`config.mk`:
```
export PLATFORM = sky130hd
export DESIGN_NAME = tx_stream_arbiter
export DESIGN_NICKNAME = d
export VERILOG_FILES = /design/src/rtl/tx_stream_arbiter.sv
export SDC_FILE = /design/constraint.sdc
export NUM_CORES = 1
export LEC_CHECK = 0
export CAP_MARGIN = 20
export CORE_MARGIN = 2
export CORE_UTILIZATION = 40
export CTS_CLUSTER_DIAMETER = 100
export CTS_CLUSTER_SIZE = 10
export DETAILED_ROUTE_END_ITERATION = 8
export GPL_TIMING_DRIVEN = 0
export PLACE_DENSITY = 0.73
export REMOVE_ABC_BUFFERS = 1
export SYNTH_ARGS = -nofsm -noshare
export SYNTH_HDL_FRONTEND = slang
export SYNTH_SLANG_ARGS = --single-unit
```
`constraint.sdc`:
```
create_clock -name clk -period 1.65 [get_ports clk]
set_input_delay 0.165 -clock clk [delete_from_list [all_inputs] [get_ports clk]]
set_output_delay 0.165 -clock clk [all_outputs]
set_load 0.05 [all_outputs]
```
`src/rtl/tx_stream_arbiter.sv`:
```
// tx_stream_arbiter
// Shares one UART transmitter between NUM_REQ byte-stream requesters.
// Round-robin arbitration with packet locking: the holder keeps the
// transmitter until it sends a byte flagged last, reaches MAX_BURST bytes,
// or stays silent for IDLE_TIMEOUT cycles. A one-entry registered stage
// presents the selected byte to the UART with a valid/ready handshake.

module tx_stream_arbiter #(
  parameter int NUM_REQ      = 2,
  parameter int DATA_W       = 8,
  parameter int MAX_BURST    = 16,
  parameter int IDLE_TIMEOUT = 32
) (
  input  logic                      clk,
  input  logic                      reset_i,
  input  logic [NUM_REQ-1:0]        req_valid_i,
  input  logic [NUM_REQ*DATA_W-1:0] req_data_i,
  input  logic [NUM_REQ-1:0]        req_last_i,
  output logic [NUM_REQ-1:0]        req_ready_o,
  output logic                      tx_valid_o,
  output logic [DATA_W-1:0]         tx_data_o,
  input  logic                      tx_ready_i,
  output logic [NUM_REQ-1:0]        grant_o,
  output logic                      busy_o
);

  localparam int IDX_W   = (NUM_REQ > 1) ? $clog2(NUM_REQ) : 1;
  localparam int BURST_W = (MAX_BURST > 1) ? $clog2(MAX_BURST) : 1;
  localparam int IDLE_W  = (IDLE_TIMEOUT > 1) ? $clog2(IDLE_TIMEOUT) : 1;

  localparam logic [IDX_W-1:0]   LAST_IDX   = IDX_W'(NUM_REQ - 1);
  localparam logic [BURST_W-1:0] BURST_LAST = BURST_W'(MAX_BURST - 1);
  localparam logic [IDLE_W-1:0]  IDLE_LAST  = IDLE_W'(IDLE_TIMEOUT - 1);

  typedef enum logic {
    IDLE   = 1'b0,
    LOCKED = 1'b1
  } state_e;

  state_e state_q, state_d;

  logic [NUM_REQ-1:0] grant_q, grant_d;
  logic [IDX_W-1:0]   lastGrant_q, lastGrant_d;
  logic [BURST_W-1:0] burstCnt_q, burstCnt_d;
  logic [IDLE_W-1:0]  idleCnt_q, idleCnt_d;
  logic               txValid_q, txValid_d;
  logic [DATA_W-1:0]  txData_q, txData_d;

  logic               anyValid;
  logic               found;
  logic [IDX_W-1:0]   sel;

  logic               holderValid;
  logic               holderLast;
  logic [DATA_W-1:0]  holderData;
  logic               holderReady;
  logic               transfer;
  logic               burstDone;
  logic               idleDone;
  logic               releaseGrant;

  // Round-robin pick: first valid requester after the previous winner, with wrap
  always_comb begin
    anyValid = |req_valid_i;
    found    = 1'b0;
    sel      = '0;
    for (int i = 1; i <= NUM_REQ; i++) begin
      for (int k = 0; k < NUM_REQ; k++) begin
        if (!found && req_valid_i[k] &&
            (k == ((int'(lastGrant_q) + i) % NUM_REQ))) begin
          found = 1'b1;
          sel   = IDX_W'(k);
        end
      end
    end
  end

  // Mux the grant holder's request signals out of the packed buses
  always_comb begin
    holderValid = 1'b0;
    holderLast  = 1'b0;
    holderData  = '0;
    for (int k = 0; k < NUM_REQ; k++) begin
      if (lastGrant_q == IDX_W'(k)) begin
        holderValid = req_valid_i[k];
        holderLast  = req_last_i[k];
        holderData  = req_data_i[k*DATA_W +: DATA_W];
      end
    end
  end

  // The output stage can take a byte when empty or when it drains this cycle
  assign holderReady  = ~txValid_q | tx_ready_i;
  assign transfer     = (state_q == LOCKED) & holderValid & holderReady;
  assign burstDone    = transfer & (holderLast | (burstCnt_q == BURST_LAST));
  assign idleDone     = (state_q == LOCKED) & ~holderValid & (idleCnt_q == IDLE_LAST);
  assign releaseGrant = burstDone | idleDone;

  // FSM state register; reset drops any grant in progress
  always_ff @(posedge clk or negedge reset_i) begin
    if (!reset_i) begin
      state_q <= IDLE;
    end else begin
      state_q <= state_d;
    end
  end

  // FSM next state: one arbitration cycle, then locked until release
  always_comb begin
    state_d = state_q;
    case (state_q)
      IDLE: begin
        if (anyValid) begin
          state_d = LOCKED;
        end
      end
      LOCKED: begin
        if (releaseGrant) begin
          state_d = IDLE;
        end
      end
      default: state_d = IDLE;
    endcase
  end

  // FSM outputs: only the holder sees ready, and only while locked
  always_comb begin
    req_ready_o = '0;
    if (state_q == LOCKED) begin
      req_ready_o = grant_q & {NUM_REQ{holderReady}};
    end
  end

  // Next values for grant bookkeeping, counters and the output stage
  always_comb begin
    grant_d     = grant_q;
    lastGrant_d = lastGrant_q;
    burstCnt_d  = burstCnt_q;
    idleCnt_d   = idleCnt_q;
    txValid_d   = txValid_q;
    txData_d    = txData_q;

    if (state_q == IDLE) begin
      if (anyValid) begin
        grant_d     = {{(NUM_REQ-1){1'b0}}, 1'b1} << sel;
        lastGrant_d = sel;
        burstCnt_d  = '0;
        idleCnt_d   = '0;
      end
    end else begin
      if (releaseGrant) begin
        grant_d    = '0;
        burstCnt_d = '0;
        idleCnt_d  = '0;
      end else if (transfer) begin
        burstCnt_d = burstCnt_q + BURST_W'(1);
        idleCnt_d  = '0;
      end else if (holderValid) begin
        idleCnt_d = '0;
      end else begin
        idleCnt_d = idleCnt_q + IDLE_W'(1);
      end
    end

    if (transfer) begin
      txValid_d = 1'b1;
      txData_d  = holderData;
    end else if (txValid_q && tx_ready_i) begin
      txValid_d = 1'b0;
    end
  end

  // Datapath registers; requester 0 gets first priority after reset
  always_ff @(posedge clk or negedge reset_i) begin
    if (!reset_i) begin
      grant_q     <= '0;
      lastGrant_q <= LAST_IDX;
      burstCnt_q  <= '0;
      idleCnt_q   <= '0;
      txValid_q   <= 1'b0;
      txData_q    <= '0;
    end else begin
      grant_q     <= grant_d;
      lastGrant_q <= lastGrant_d;
      burstCnt_q  <= burstCnt_d;
      idleCnt_q   <= idleCnt_d;
      txValid_q   <= txValid_d;
      txData_q    <= txData_d;
    end
  end

  assign grant_o    = grant_q;
  assign tx_valid_o = txValid_q;
  assign tx_data_o  = txData_q;
  assign busy_o     = (state_q == LOCKED) | txValid_q;

endmodule

```
==> results_dict.tcl <==
set metrics [dict create \
    worst_pin_slew_ps 738 \
    nets 195 \
    ys_warn_count 0 \
    hold_path_class "input pin to asynchronous set/reset pin" \
    htree_levels 1 \
    violations "negative setup slack" \
    grt_pass1_wl_um 4620 \
    ios 37 \
    synth_area_leader_cell "dfrtp_1" \
    drtIter0Drc 52 \
    numClockSinks 22 \
    swShare_pct 48.2 \
    syn_avg_cell_area_sq_um 9.91 \
    ir_drop_v 0.000771 \
    chipWidth_um 59.2 \
    synthCells 123 \
    crit_type "register to register" \
    cts_root_buffer "clkbuf_4" \
    synth_edf_count 0 \
    cts-buffers-inserted 3 \
    hold_slack_ps 91.3 \
    drv_slew 0 \
    combPwrFrac_pct 59.2 \
    start_kind "register" \
    fillCellCount 250 \
    critPathSlowestCell "dfrtp_1" \
    io_buffers 36 \
    track_usage_pct 17.6 \
    power.density_nw_per_um2 1730 \
    die_h_um 59.2 \
    diodes 0 \
    ys_types 33 \
    rsz0062_at_grt "true" \
    max_freq_mhz 577 \
    overflow 0 \
    cts_buffer_depth 2 \
    r2r_setup_slack_ps -80 \
    clockPowerShare_pct 9.9 \
    seq_area_frac_synth_pct 45.3 \
    routedWlPerCell_um 14.1 \
    switchingPower_w 0.00145 \
    start_util_pct 40.9 \
    ys_top_cells_by_count "dfrtp_1 (21), nand2_1 (13), o21ai_1 (13)" \
    power_w 0.00301 \
    layoutNonFillerInstCount 201 \
    cts_tree "built" \
    syn_area_sq_um 1220 \
    reg2reg_depth 6 \
    synth_largest_type_area_fraction_pct 43.1 \
    std_cell_rows 20 \
    place.gp.congestion 0.758 \
    core_sq_um 2980 \
    synth.ff_latch_count 22 \
    dp_hpwl_um 1960 \
    regArea_sq_um 557 \
    grt_pass1_vias 1026 \
    synth.top_cells.by_area "dfrtp_1 (43%), mux2i_1 (7.4%), o21ai_1 (5.3%)" \
    fin_skew_ps 5.25 \
    p_seq_share_pct 30.9 \
    grt_max_degree 23 \
    dpl.cell_count 186 \
    arrival_ps 1970 \
    dr.pass1.iters 4 \
    dieArea_sq_um 3500 \
    final.min_clock_period_ps 1730 \
    drive_gt1_share_pct 19.0 \
    cp-end-kind "register" \
    syn_to_final_growth_pct 43.1 \
    max_stage_delay_ps 410 \
    hold_violations 0 \
    synth.most_common_cell "dfrtp_1" \
    viasPerCell 5.44 \
    drc 0 \
    antenna_found_initial 0 \
    timing.max_cap.violations 0 \
    final.setup.worst_slack_ps -82.8 \
    multi_input_area_sq_um 647 \
    totalWireLength_um 2840 \
    yosys_most_used_dff "dfrtp_1" \
    required_ps 1880 \
    p_int_w 0.00156 \
    antenna_left 0 \
    pre_cts_ws_ps -445 \
    finalSetupViolations 6 \
    synthArstFlopShare_pct 100 \
    clk_pin_slew_worst_paths_ps 120 \
    cp_cell_sequence "ha_2 > and3_4 > ha_4 > a21boi_1 > nand3b_1 > a31oi_1" \
    outcome "complete, but fails checks" \
    fin_crit_sh_pct 105 \
    max_slew_margin_pct 50.4 \
    cp_max_fo 5 \
    power_leakage_nw 0.818 \
    vias 1093 \
    worst_skew_pair.late_latency_ps 300 \
]
[worst max-delay path: cells and delay by family (launching register included)]
family | cells | cell delay, ps
fa+ha+maj | 2 | 370
simple gates | 2 | 340
flops | 1 | 410
compound gates | 2 | 540
[state kept, by name (all words and copies together) (netlist names)]
name,count
burstCnt_q,4
grant_o,2
idleCnt_q,5
lastGrant_q,1
state_q,1
tx_data_o,8
tx_valid_o,1
[stage by stage]
step                util (%)  setup TNS (ps)  cell area [sq um]
finish                  58.6            -229               1740
global route            58.6            -759               1740
CTS                     57.6            -141               1720
detailed placement      53.0           -3580               1580
global placement        53.0           -2970               1580
floorplan                  -            -373               1180
[routing by layer]
layer	share of wire (%)	GRT usage, %	routed length, um
met2	49	29.4	1400
met3	7.8	4.37	221
met4	0.77	6.82	22
met5	0	0	0
met1	42	21.7	1190
[cells by family after synthesis]
family | count (synthesis) | share of synthesized area, %
flops | 22 | 45.3
fa+ha+maj | 3 | 3.08
mux | 11 | 9.86
compound gates | 32 | 17.5
buf+inv | 11 | 4.93
simple gates | 44 | 19.4
[placed cells by master (no fill, tap or decap), drive strengths merged]
cell | synthesis | final
dfrtp | 21 | 21
or3 | 2 | 2
dfstp | 1 | 1
nor3b | 2 | 2
nor2 | 5 | 5
mux2 | 2 | 2
a21boi | 1 | 1
o21ai | 15 | 15
a31oi | 5 | 5
clkbuf | 0 | 4
o211ai | 1 | 1
a22o | 3 | 3
o2111ai | 1 | 1
dlymetal6s2s | 0 | 1
clkdlybuf4s15 | 0 | 1
o22ai | 1 | 1
nor3 | 1 | 1
a311o | 1 | 1
ha | 3 | 3
and3 | 6 | 6
nand2 | 13 | 13
nand3 | 7 | 7
clkdlybuf4s50 | 0 | 22
dlygate4sd2 | 0 | 10
inv | 5 | 5
nand3b | 3 | 3
mux2i | 9 | 9
or2 | 1 | 1
nor2b | 2 | 2
a21o | 1 | 1
a21oi | 3 | 3
nand2b | 2 | 2
buf | 6 | 13
[worst paths after layout]
path                          startpoint             to
hold / removal                   reset_i  burstCnt_q[1]
setup / recovery            idleCnt_q[1]  burstCnt_q[2]
min in group clk           req_data_i[6]   tx_data_o[6]
hold reg to reg             tx_data_o[3]   tx_data_o[3]
setup reg to reg            idleCnt_q[1]  burstCnt_q[2]
max in group asynchronous        reset_i    lastGrant_q
[power by group through the flow]
| stage | registers, W | logic, W | clock network, W |
|---|---|---|---|
| floorplan | 0.00141 | 0.000677 | 0 |
| detailed placement | 0.00102 | 0.00160 | 0 |
| global placement | 0.00101 | 0.00158 | 0 |
| finish | 0.000931 | 0.00178 | 0.000297 |
| CTS | 0.000927 | 0.00177 | 0.000306 |
| global route | 0.000962 | 0.00192 | 0.000332 |
[area by class of cell]
class                      instances  share of cell area (%)
clock buffer                       4                    2.08
tap                               33                    2.37
timing repair buffer              47                    25.5
multi-input combinational         90                    37.1
inverter                           5                    1.08
sequential                        22                    31.9
[what timing repair did]
item | in CTS | in global routing
endpoints found under the setup margin | 32 | 10
hold buffers | 0 | 0
setup buffers | 9 | 1
gates resized for setup | 29 | 5
pin swaps | 8 | 2
cloned | 0 | 0
No activity file was read; power rests on OpenSTA's default activity.
